--- src/rtl/kronos_mem_arbiter_pkg.sv ---
// Shared types for the kronos memory arbiter: grant owner encoding and bus widths.
package kronos_mem_arbiter_pkg;

  localparam int unsigned XLEN  = 32;
  localparam int unsigned MASKW = XLEN / 8;

  // Port that won the SRAM in the previous cycle; decodes directly into the grant pulses.
  typedef enum logic [1:0] {
    ARB_NONE  = 2'd0,
    ARB_INSTR = 2'd1,
    ARB_DATA  = 2'd2
  } arb_owner_e;

endpackage

--- src/rtl/kronos_mem_arbiter.sv ---
// kronos_mem_arbiter: shares one single-port synchronous SRAM between the core's
// instruction and data ports. Data wins by default; defining
// KRONOS_ARB_STARVE_GUARD_EN adds a counter that forces an instruction fetch through
// after MAX_STALL consecutive losses.
module kronos_mem_arbiter
  import kronos_mem_arbiter_pkg::*;
#(
  parameter int unsigned MEMSIZE   = 11,
  parameter int unsigned MAX_STALL = 4
) (
  input  logic               clk,
  input  logic               rst,
  input  logic [XLEN-1:0]    instr_addr,
  input  logic               instr_req,
  output logic               instr_gnt,
  output logic [XLEN-1:0]    instr_data,
  input  logic [XLEN-1:0]    data_addr,
  input  logic               data_rd_req,
  input  logic               data_wr_req,
  input  logic [XLEN-1:0]    data_wr_data,
  input  logic [MASKW-1:0]   data_wr_mask,
  output logic               data_gnt,
  output logic [XLEN-1:0]    data_rd_data,
  output logic               mem_en,
  output logic               mem_wren,
  output logic [MEMSIZE-1:0] mem_addr,
  output logic [XLEN-1:0]    mem_wdata,
  output logic [MASKW-1:0]   mem_wmask,
  input  logic [XLEN-1:0]    mem_rdata
);

  arb_owner_e owner;
  arb_owner_e winner;
  logic       data_req;
  logic       force_instr;
  logic       unused_inputs;

  assign data_req = data_rd_req | data_wr_req;

`ifdef KRONOS_ARB_STARVE_GUARD_EN
  localparam int unsigned STALLW = $clog2(MAX_STALL + 1);

  logic [STALLW-1:0] stall_cnt;

  assign force_instr = instr_req && (stall_cnt == STALLW'(MAX_STALL));

  // Count consecutive cycles the fetch loses; saturate at the limit, clear on a win or idle fetch.
  always_ff @(posedge clk) begin
    if (rst) begin
      stall_cnt <= '0;
    end else if (!instr_req || (winner == ARB_INSTR)) begin
      stall_cnt <= '0;
    end else if (stall_cnt != STALLW'(MAX_STALL)) begin
      stall_cnt <= stall_cnt + STALLW'(1);
    end
  end

  assign unused_inputs = ^{instr_addr, data_addr};
`else
  assign force_instr   = 1'b0;
  assign unused_inputs = ^{instr_addr, data_addr, 32'(MAX_STALL)};
`endif

  // Pick this cycle's winner and drive the SRAM request directly from it.
  always_comb begin
    winner   = ARB_NONE;
    mem_en   = 1'b0;
    mem_wren = 1'b0;
    mem_addr = '0;
    if (force_instr) begin
      winner   = ARB_INSTR;
      mem_en   = 1'b1;
      mem_addr = instr_addr[2 +: MEMSIZE];
    end else if (data_req) begin
      winner   = ARB_DATA;
      mem_en   = 1'b1;
      mem_wren = data_wr_req;
      mem_addr = data_addr[2 +: MEMSIZE];
    end else if (instr_req) begin
      winner   = ARB_INSTR;
      mem_en   = 1'b1;
      mem_addr = instr_addr[2 +: MEMSIZE];
    end
  end

  // Remember the winner so its grant lines up with the SRAM read data one cycle later.
  always_ff @(posedge clk) begin
    if (rst) begin
      owner     <= ARB_NONE;
      instr_gnt <= 1'b0;
      data_gnt  <= 1'b0;
    end else begin
      owner     <= winner;
      instr_gnt <= (winner == ARB_INSTR);
      data_gnt  <= (winner == ARB_DATA);
    end
  end

  assign mem_wdata    = data_wr_data;
  assign mem_wmask    = data_wr_mask;
  assign instr_data   = mem_rdata;
  assign data_rd_data = mem_rdata;

endmodule

--- config.mk ---
export PLATFORM = sky130hd
export DESIGN_NAME = kronos_mem_arbiter
export DESIGN_NICKNAME = d
export VERILOG_FILES = /design/src/rtl/kronos_mem_arbiter_pkg.sv /design/src/rtl/kronos_mem_arbiter.sv
export SDC_FILE = /design/constraint.sdc
export NUM_CORES = 1
export LEC_CHECK = 0
export ABC_CLOCK_PERIOD_IN_PS = 1000
export CELL_PAD_IN_SITES_DETAIL_PLACEMENT = 2
export CELL_PAD_IN_SITES_GLOBAL_PLACEMENT = 2
export CORE_ASPECT_RATIO = 0.6
export CORE_MARGIN = 10
export CORE_UTILIZATION = 10
export CTS_CLUSTER_DIAMETER = 30
export DETAILED_ROUTE_END_ITERATION = 6
export PLACE_DENSITY = 0.95
export REMOVE_ABC_BUFFERS = 1
export SLEW_MARGIN = 0
export SYNTH_ARGS = -nofsm -noshare
export SYNTH_HDL_FRONTEND = slang
export SYNTH_SLANG_ARGS = --single-unit
--- constraint.sdc ---
create_clock -name clk -period 1 [get_ports clk]
set_input_delay 0.2 -clock clk [delete_from_list [all_inputs] [get_ports clk]]
set_output_delay 0.2 -clock clk [all_outputs]
set_load 0.02 [all_outputs]
## After elaboration in Yosys (flattened, before gate mapping)

Index checks and enable logic that the tools add are counted.

| cells by class | value |
|---|---|
| equal/unequal tests | 2 |
| mux-type cells | 7 |
| bitwise operators | 1 |

Operator list:

| cell | count |
|---|---|
| 11-bit 2-to-1 mux | 2 |
| 1-bit 2-to-1 mux | 4 |
| 2-bit by 1-bit equality test with 1-bit output, second input constant | 1 |
| 2-bit equality test, second input constant | 1 |
| 2-bit 2-to-1 mux | 1 |
| 1-bit OR | 1 |

| storage, ports and cells | value |
|---|---|
| bits in registers | 2 |
| bits of input ports | 137 |
| output and inout port bits | 115 |
| logic and storage cells | 12 |

## Depth between registers and ports, before layout

| depth | value |
|---|---|
| word-level depth | 3 |
| gate-level depth with buffers | 3 |
| gate-level depth less buffers | 2 |

## Worst setup path after synthesis

OpenSTA, ideal clock, no wires.

| timing | value |
|---|---|
| path kind | input-to-output |
| start | input port data_wr_req |
| end | output port mem_addr[9] |
| arrival | 0.947 ns |
| required time | 0.800 ns |
| setup slack | -0.147 ns |
| cell stages on the path | 2 |
| buffers on the path | 0 |
| cells stage by stage | or2_4 -> o21ai_0 |

| between the ends | value |
|---|---|
| longest elaborated chain between the ends | 2 |

Ends and longest elaborated chain:

| element | line | RTL |
|---|---|---|
| start: declaration | kronos_mem_arbiter.sv:19 | `input logic data_wr_req,` |
| 1-bit OR | kronos_mem_arbiter.sv:38 | `assign data_req = data_rd_req \| data_wr_req;` |
| 11-bit 2-to-1 mux | kronos_mem_arbiter.sv:74 | `end else if (data_req) begin` |
| end: declaration | kronos_mem_arbiter.sv:26 | `output logic [MEMSIZE-1:0] mem_addr,` |

No other way between the ends.

## Worst setup path in the final report

| timing | value |
|---|---|
| start | input port data_rd_req |
| end | output port mem_en |

| between the ends | value |
|---|---|
| longest elaborated chain between the ends | 2 |

Ends and longest elaborated chain:

| element | line | RTL |
|---|---|---|
| start: declaration | kronos_mem_arbiter.sv:18 | `input logic data_rd_req,` |
| 1-bit OR | kronos_mem_arbiter.sv:38 |  |
| 1-bit 2-to-1 mux | kronos_mem_arbiter.sv:74 |  |
| end: declaration | kronos_mem_arbiter.sv:24 | `output logic mem_en,` |

No other way between the ends.

==> results.ini <==
[run_status]
outcome=complete, but fails checks
violations=setup timing

[die]
initial_core_util_pct=10.2
core_area_sq_um=9810
ioPinCount=252
fp-row-count=28
die_w_um=149
die-area_sq_um=14600
die_y_um=97.5

[timing]
whs_ns=0.400
setup_tns_ns=-1.22
finalHoldViolCount=0
min_period_ns=1.15
slew_headroom_pct=88.8
tightestPinTransition_ns=0.167
setup_violations=12
rsz0062_at_grt=yes
max_clock_freq_mhz=872
period_share_pct=115
slew_viol_final=0
postLayoutSetupSlackWorst_ns=-0.147

[global_route]
grt_use_total_pct=15.9
antenna_found_initial=0
first_global_vias=828
grt_max_degree=8
grt_pass1_wl_um=14300
grt_overflow=0

[routing]
wirelength_um=12400
wire_per_inst_um=52.6
drt_iter0_markers=20
antenna_left=0
firstDrtPassIters=4
via_per_inst=3.05
drc=0
vias=720

[synth]
synthXorXnorAreaFrac_pct=0
yosys-top-cells-area=buf_4 75%, o21ai_0 6.0%, o21ai_1 5.0%
synth.mux.area_fraction_pct=0
yosysSeqAreaShare_pct=4.00
netlist-cell-type-count=11
synth_enable_flop_cells=0
synth_compound_area_share_pct=11.0
yosys.area_share.simple_pct=7.49
synthCells=144
synth_top_family_by_area=buffers and inverters
syn_area_per_cell_sq_um=6.96
synthAdderAreaFrac_pct=0
ys_warn_count=0
yosys_register_bits=2
synth-async-reset-ratio_pct=0
synth.cell_area_sq_um=1000
synth_flop_cell=dfxtp_1
synth_common_cells=100 x buf_4, 12 x o21ai_0, 11 x nand2_1
yosys.area.top_type=buf_4
synth_top_cell_area_share_pct=74.9
yosysMostFrequentCell=buf_4

[finish]
design_area_sq_um=1120
fin_nets=240
area_delta_synth_final_pct=12.2
fill_cells=1162
multiInputGateArea_sq_um=267
layout-drive-gt1-share_pct=58.4
regArea_sq_um=40.0
diodes=0

[placement]
place_area_sq_um=842
gp_congestion=0.849
place_hpwl_um=11300
portBuffers=41

[power_and_ir_drop]
clkPwrFrac_pct=53.1
power_frac_seq_pct=7.5
swShare_pct=26.5
power.density_nw_per_um2=1010
power_mw=1.13
internal_power_uw=831
p_leak_nw=0.467
peakVddDrop_v=0.000402
p_switching_uw=300
pwr-share-comb_pct=39.4

[clocking]
cts.sinks=2
numCtsBuffers=3
cts.htree.levels=1
root_buffer=clkbuf_16
cts_tree=built
cts_buffer_depth=2

[worst_setup_path]
start_kind=primary input
critPathMaxFanout=6
crit_arrival_ns=0.95
end_kind=primary output
criticalPathCategory=primary input to primary output
cp.required_ns=0.80

[min_path]
hold_depth=0
min_to=data_rd_data[11]
hp-class=primary input to primary output
hp-start=mem_rdata[11]

[flow_run]
cap_viol_max_count=0

## worst max-delay path, cell delays in order
cell	delay, ns
buf_8	0.10
buf_6	0.12
or3_4	0.38
buf_6	0.14
## state kept, by name (all words and copies together) (netlist names)
register / count
instr_gnt: 1
data_gnt: 1
## stage by stage
stage	std cells	setup WS [ns]	utilization [%]
after CTS	235	-0.154	11.1
after floorplan	39	-0.193	-
after detailed placement	219	-1.01	8.58
final	236	-0.147	11.5
after global routing	236	-0.156	11.5
after global placement	219	-0.956	8.58
## kinds of logic after synthesis
| family | count (synthesis) |
|---|---|
| AO/OA/AOI/OAI | 22 |
| AND/OR/NAND/NOR | 15 |
| flip-flops | 2 |
| buffers and inverters | 105 |
## worst max path at each step
stage | end | slack [ns] | startpoint | depth (start not counted)
after global routing | mem_en | -0.16 | data_rd_req | 4
after detailed placement | mem_addr[9] | -1.01 | data_wr_req | 4
after CTS | mem_en | -0.15 | instr_req | 4
after floorplan | mem_addr[9] | -0.19 | data_wr_req | 2
after global placement | mem_addr[9] | -0.96 | data_wr_req | 4
final | mem_en | -0.15 | data_rd_req | 4
## cell type report
class,instances,share of cell area (%)
sequential,2,3.56
clock buffer,3,6.67
multi-input combinational,38,23.7
tap,135,15.0
timing repair buffer,58,51.1
## metal layers
layer / part of all wire (%) / track usage (%)
met5: 0 / 0
met4: 0.15 / 1.20
met2: 43 / 24.2
met3: 38 / 28.5
met1: 18 / 8.76
## timing repair
action | in CTS | in global routing
pin swaps | 22 | 4
gates resized for setup | 141 | 11
cloned | 4 | 0
setup endpoints to repair | 17 | 13
hold buffers | 0 | 0
setup buffers | 10 | 1
## power groups by stage
| stage | Combinational [mW] | Sequential [mW] | Clock (mW) |
|---|---|---|---|
| after floorplan | 0.0965 | 0.0910 | 0 |
| after global placement | 0.340 | 0.0859 | 0 |
| after detailed placement | 0.353 | 0.0864 | 0 |
| after CTS | 0.431 | 0.0855 | 0.611 |
| after global routing | 0.473 | 0.0857 | 0.620 |
| final | 0.445 | 0.0852 | 0.601 |
## layout by cell type (no fill, tap or decap), types with 2 or more instances in the layout
cell type      instances
nand2_2                3
o21ai_2               13
o21ai_1                8
nand2_1                8
dfxtp_1                2
buf_6                 14
or2_4                  2
buf_2                  3
clkbuf_16              3
buf_4                 11
dlygate4sd2_1         22
buf_8                  3
(Power assumes the default switching activity.)
